`config.mk`:
```
export PLATFORM = sky130hd
export DESIGN_NAME = sm_addsub_pipe
export DESIGN_NICKNAME = d
export VERILOG_FILES = /design/src/rtl/sm_arith_pkg.sv /design/src/rtl/sm_addsub_pipe_mag.sv /design/src/rtl/sm_addsub_pipe.sv
export SDC_FILE = /design/constraint.sdc
export NUM_CORES = 1
export LEC_CHECK = 0
export CAP_MARGIN = 5
export CORE_MARGIN = 2
export CORE_UTILIZATION = 49
export CTS_BUF_LIST = sky130_fd_sc_hd__clkbuf_8 sky130_fd_sc_hd__clkbuf_16
export CTS_CLUSTER_DIAMETER = 150
export DETAILED_ROUTE_END_ITERATION = 8
export PLACE_DENSITY = 0.69
export SLEW_MARGIN = 20
export SYNTH_ARGS = -nofsm -noshare
export SYNTH_HDL_FRONTEND = slang
export SYNTH_HIERARCHICAL = 1
export SYNTH_SLANG_ARGS = --single-unit
```
`constraint.sdc`:
```
create_clock -name clk -period 13.8 [get_ports clk]
set_input_delay 2.76 -clock clk [delete_from_list [all_inputs] [get_ports clk]]
set_output_delay 2.76 -clock clk [all_outputs]
set_load 0.03 [all_outputs]
```
`src/rtl/sm_arith_pkg.sv`:
```
// Shared types for the sign-magnitude add/subtract pipeline.
// Holds the op encoding, the S1 stage entry and the saturation helper.
package sm_arith_pkg;

    // Widest supported magnitude container.
    // Supports WIDTH up to 64, which gives at most 63 magnitude bits.
    localparam int SM_MAG_W = 64;

    typedef enum logic {
        SM_ADD = 1'b0,
        SM_SUB = 1'b1
    } sm_op_e;

    // Effective operands after the op is folded into b's sign.
    // Magnitudes are zero-extended into SM_MAG_W bits.
    typedef struct packed {
        logic                sign_a;
        logic                sign_b;
        logic [SM_MAG_W-1:0] mag_a;
        logic [SM_MAG_W-1:0] mag_b;
        logic                same_sign;
        logic                a_ge_b;
    } sm_s1_t;

    // Largest magnitude for a given total width: 2^(width-1)-1.
    function automatic logic [SM_MAG_W-1:0] sm_sat_mag(input int width);
        return (SM_MAG_W'(1) << (width - 1)) - SM_MAG_W'(1);
    endfunction

endpackage

```
`src/rtl/sm_addsub_pipe_mag.sv`:
```
// Combinational magnitude add/subtract for one S1 entry.
// In: s1 entry. Out: res_mag, res_sign, res_ovf. Option macro: SM_ADDSUB_SATURATE_EN.
module sm_mag_addsub
    import sm_arith_pkg::*;
#(
    parameter int WIDTH = 32
) (
    input  sm_s1_t           s1,
    output logic [WIDTH-2:0] res_mag,
    output logic             res_sign,
    output logic             res_ovf
);

`ifdef SM_ADDSUB_SATURATE_EN
    localparam logic [SM_MAG_W-1:0] SAT_MAG = sm_sat_mag(WIDTH);
`endif

    logic [SM_MAG_W-1:0] res_full;
    logic                sign_raw;

    always_comb begin
        res_full = '0;
        sign_raw = 1'b0;
        unique case (1'b1)
            s1.same_sign: begin
                res_full = s1.mag_a + s1.mag_b;
                sign_raw = s1.sign_a;
            end
            !s1.same_sign && s1.a_ge_b: begin
                res_full = s1.mag_a - s1.mag_b;
                sign_raw = s1.sign_a;
            end
            !s1.same_sign && !s1.a_ge_b: begin
                res_full = s1.mag_b - s1.mag_a;
                sign_raw = s1.sign_b;
            end
        endcase
    end

    // Inputs are zero-extended, so any set bit at or above
    // WIDTH-1 is the carry out of the magnitude field.
    assign res_ovf = s1.same_sign && (|res_full[SM_MAG_W-1:WIDTH-1]);

`ifdef SM_ADDSUB_SATURATE_EN
    assign res_mag = res_ovf ? SAT_MAG[WIDTH-2:0] : res_full[WIDTH-2:0];
`else
    assign res_mag = res_full[WIDTH-2:0];
`endif

    // Never produce negative zero.
    assign res_sign = sign_raw && (res_mag != '0);

endmodule

```
`src/rtl/sm_addsub_pipe.sv`:
```
// Two-stage pipelined sign-magnitude adder/subtractor, valid/ready both sides.
// Ports: clk, rst_n, in_valid/in_ready/in_op/in_a/in_b, out_valid/out_ready/out_sum/out_ovf/out_zero. Option macro: SM_ADDSUB_SATURATE_EN.
module sm_addsub_pipe
    import sm_arith_pkg::*;
#(
    parameter int WIDTH = 32
) (
    input  logic             clk,
    input  logic             rst_n,
    input  logic             in_valid,
    output logic             in_ready,
    input  logic             in_op,
    input  logic [WIDTH-1:0] in_a,
    input  logic [WIDTH-1:0] in_b,
    output logic             out_valid,
    input  logic             out_ready,
    output logic [WIDTH-1:0] out_sum,
    output logic             out_ovf,
    output logic             out_zero
);

    logic             s1_valid;
    sm_s1_t           s1_q;
    sm_s1_t           s1_d;
    logic             s1_en;
    logic             s2_en;
    logic [WIDTH-2:0] mag_a;
    logic [WIDTH-2:0] mag_b;
    logic [WIDTH-2:0] res_mag;
    logic             res_sign;
    logic             res_ovf;

    assign s2_en    = !out_valid || out_ready;
    assign s1_en    = !s1_valid || s2_en;
    assign in_ready = s1_en;

    assign mag_a = in_a[WIDTH-2:0];
    assign mag_b = in_b[WIDTH-2:0];

    // Subtraction is addition with b's sign flipped; a zero
    // magnitude always carries a plus sign.
    always_comb begin
        s1_d           = '0;
        s1_d.sign_a    = in_a[WIDTH-1] && (mag_a != '0);
        s1_d.sign_b    = (in_b[WIDTH-1] ^ (sm_op_e'(in_op) == SM_SUB))
                         && (mag_b != '0);
        s1_d.mag_a     = SM_MAG_W'(mag_a);
        s1_d.mag_b     = SM_MAG_W'(mag_b);
        s1_d.same_sign = (s1_d.sign_a == s1_d.sign_b);
        s1_d.a_ge_b    = (mag_a >= mag_b);
    end

    always_ff @(posedge clk or negedge rst_n) begin
        if (!rst_n) begin
            s1_valid <= 1'b0;
            s1_q     <= '0;
        end else if (s1_en) begin
            s1_valid <= in_valid;
            if (in_valid) begin
                s1_q <= s1_d;
            end
        end
    end

    sm_mag_addsub #(
        .WIDTH(WIDTH)
    ) u_mag (
        .s1      (s1_q),
        .res_mag (res_mag),
        .res_sign(res_sign),
        .res_ovf (res_ovf)
    );

    always_ff @(posedge clk or negedge rst_n) begin
        if (!rst_n) begin
            out_valid <= 1'b0;
            out_sum   <= '0;
            out_ovf   <= 1'b0;
            out_zero  <= 1'b0;
        end else if (s2_en) begin
            out_valid <= s1_valid;
            if (s1_valid) begin
                out_sum  <= {res_sign, res_mag};
                out_ovf  <= res_ovf;
                out_zero <= (res_mag == '0);
            end
        end
    end

endmodule

```
==> impl_metrics.py <==
metrics = {
    "run_status": {
        "status": "complete, no violations",
    },
    "placed_design": {
        "dp_hpwl_um": 36700,
        "post-place-ws_ns": 6.87,
        "gp_congestion": 1.00,
        "portBuffers": 104,
    },
    "clock_tree": {
        "numCtsBuffers": 9,
        "ctsHoldBuffers": 0,
        "clock-root-buffer": "clkbuf_16",
        "clock_path_buffers": 2,
        "cts.htree.levels": 3,
        "insertion_delay_ns": 0.37,
        "cts_tree": "done",
        "path_clk_slew_ns": 0.08,
        "cts_resized": 0,
        "cts.sinks": 102,
        "post_cts_buffers": 0,
    },
    "global_route": {
        "overflow": 0,
        "grt_max_degree": 93,
        "grt_pass1_wl_um": 70100,
        "grtUsageTotal_pct": 30.1,
        "grt_pass1_vias": 13468,
        "antenna_found_initial": 0,
    },
    "critical_path": {
        "cp-start-kind": "flop",
        "regToRegSetupSlack_ns": 6.83,
        "critPathRequiredTime_ns": 14.04,
        "critPathKind": "reg2reg",
        "rr_endpoint": "out_ovf$_DFFE_PN0P_",
        "critPathArrivalTime_ns": 7.21,
        "r2r-start": "s1_q[76]$_DFFE_PN0P_",
        "end_kind": "flop",
        "rr_worst_depth": 22,
        "worstPathMaxFanout": 9,
    },
    "floorplan": {
        "dieArea_um2": 29600,
        "ioPinCount": 105,
        "core-area_um2": 27800,
        "start_util_pct": 49.8,
        "die_y_um": 172,
        "dieWidth_um": 172,
        "rows": 61,
    },
    "min_path": {
        "min-delay-start": "out_sum[14]$_DFFE_PN0P_",
        "min_path_cells": 1,
        "hold_path_class": "reg2reg",
        "min_to": "out_sum[14]$_DFFE_PN0P_",
    },
    "timing": {
        "finClkSkew_ns": 0.0139,
        "grt_setup_unrepaired": "no",
        "finalSetupTns_ns": 0,
        "fin_crit_sh_pct": 50.5,
        "drv_slew": 0,
        "max_slew_margin_pct": 32.8,
        "worst_slack_ns": 6.83,
        "tightest_slew_ns": 1.00,
        "fin_crit_ns": 6.97,
        "setup_viol": 0,
        "fmax_ghz": 0.143,
        "hold_violations": 0,
    },
    "finish": {
        "fillers": 2712,
        "postLayoutCoreUtil_pct": 57.4,
        "finalNetCount": 2240,
        "layout-drive-gt1-share_pct": 3.20,
        "synthToLayoutAreaGrowth_pct": 15.2,
        "diodes": 0,
    },
    "synthesis": {
        "async_reset_ff_share_pct": 100,
        "synth_area_per_cell_um2": 7.60,
        "yosysSeqAreaShare_pct": 18.4,
        "synthTopCellsByCount": "nand2_1, a21oi_1, ha_1, nor2_1, inv_1",
        "synth_cell_type_count": 92,
        "synth_flop_cell": "dfrtp_1",
        "synth_area_leaders": "dfrtp_1, ha_1, a21oi_1",
        "ys_ff_latch": 102,
        "yosys_warnings": 6,
        "synthCells": 1821,
        "yosysTopAreaCell": "dfrtp_1",
        "syn_area_um2": 13800,
        "synth_top_area_share_pct": 18.4,
        "yosysMostFrequentCell": "nand2_1",
        "synth_edf_count": 0,
    },
    "pwr": {
        "power_density_nw_per_um2": 157,
        "peakVddDrop_uv": 75.5,
        "leakage_nw": 7.00,
    },
    "route": {
        "drcViolationCount": 0,
        "routedWlPerCell_um": 18.3,
        "vias_per_cell": 5.84,
        "drt_pass1_iterations": 6,
        "ant_nets": 0,
        "finalWirelength_um": 44200,
        "drt_iter0_markers": 1224,
        "vias": 14073,
    },
    "run": {
        "max_cap_viol_count": 0,
    },
}
-- per-stage QoR --
step / cells / instance area [um2] / hold WS (ns) / power [mW]
after detailed placement: 2394 / 15600 / 0.477 / 2.17
after global routing: 2410 / 15900 / 0.513 / 2.68
after CTS: 2410 / 15900 / 0.494 / 2.45
after floorplan: 1979 / 14400 / 0.450 / 1.69
final: 2410 / 15900 / 0.495 / 2.50
after global placement: 2394 / 15600 / 0.470 / 2.15
-- sequential cells by signal, indices dropped and copies added, names as in the netlist --
signal     count
s1_q          66
out_sum       32
out_ovf        1
out_valid      1
out_zero       1
s1_valid       1
-- area by class of cell --
type / instances / area, um2 / area share, %
Timing Repair Buffer: 109 / 1080 / 6.75
Clock inverter: 7 / 88.8 / 0.557
Multi-Input combinational cell: 1689 / 11100 / 69.6
Sequential cell: 102 / 2550 / 16.0
Clock buffer: 9 / 225 / 1.41
Inverter: 116 / 435 / 2.73
Tap cell: 378 / 473 / 2.97
-- cells by family after synthesis --
logic type / count (synthesis) / share of synthesized area [%]
flops: 102 / 18.4
buf+inv: 188 / 5.78
xor+xnor: 136 / 8.61
simple gates: 585 / 21.0
other cells: 1 / 0.0271
fa+ha+maj: 144 / 13.1
mux: 78 / 6.23
compound gates: 587 / 26.8
-- worst max path at each step --
stage | start | to | slack, ns | cells after the start
2_1_floorplan | s1_q[76]$_DFFE_PN0P_ | out_ovf$_DFFE_PN0P_ | 7.72 | 23
3_3_place_gp | out_ready | in_ready | 6.91 | 3
3_5_place_dp | out_ready | in_ready | 6.87 | 3
4_1_cts | out_ready | in_ready | 6.86 | 3
5_1_grt | s1_q[76]$_DFFE_PN0P_ | out_ovf$_DFFE_PN0P_ | 6.41 | 22
6_report | s1_q[76]$_DFFE_PN0P_ | out_ovf$_DFFE_PN0P_ | 6.83 | 22
-- placed cells by master (no fill, tap or decap), types with 9 or more instances in the layout --
master,synthesis,layout
a211oi_1,11,11
a21boi_0,9,9
a21o_1,37,37
a21oi_1,190,190
a31oi_1,19,19
and3_1,14,14
clkbuf_16,0,9
clkdlybuf4s50_1,0,103
conb_1,1,159
dfrtp_1,102,102
ha_1,142,142
inv_1,116,116
mux2_1,64,64
mux2i_1,13,13
nand2_1,192,190
nand2b_1,10,10
nand3_1,25,25
nand4_1,49,49
nor2_1,138,137
nor2b_1,11,10
nor3_1,35,35
nor4_1,34,34
o2111ai_1,9,9
o211ai_1,16,16
o21a_1,21,21
o21ai_0,106,106
o21ai_1,50,50
o21bai_1,20,20
o31ai_1,17,17
or3_1,23,23
xnor2_1,74,74
xor2_1,62,62
-- power by group --
group          leakage, nW  internal (mW)  switching (mW)
Clock                0.155          0.145           0.129
Combinational         5.63          0.666            1.12
Sequential            1.21          0.376          0.0700
-- per-layer routing --
metal  wire [um]  track usage (%)
met4        1340             10.3
met1       20400             40.8
met5           0                0
met3        2420             2.88
met2       20000             50.1
-- critical path, stage by stage (launching register included) --
cell      delay (ns)
dfrtp_1         0.43
or4_4           0.59
nor4_2          0.26
nand2_2         0.14
nor4_4          0.41
nand2_2         0.17
or3_1           0.44
or3_1           0.41
nor2b_2         0.19
and3_1          0.21
a21oi_1         0.08
xnor2_1         0.19
ha_1            0.32
nand4_1         0.14
or2_2           0.33
o41ai_1         0.36
mux2i_1         0.14
a2111o_1        0.41
or4_1           0.49
or4_1           0.53
nor3_2          0.21
a31oi_1         0.10
mux2_1          0.30
(Power assumes the default switching activity.)
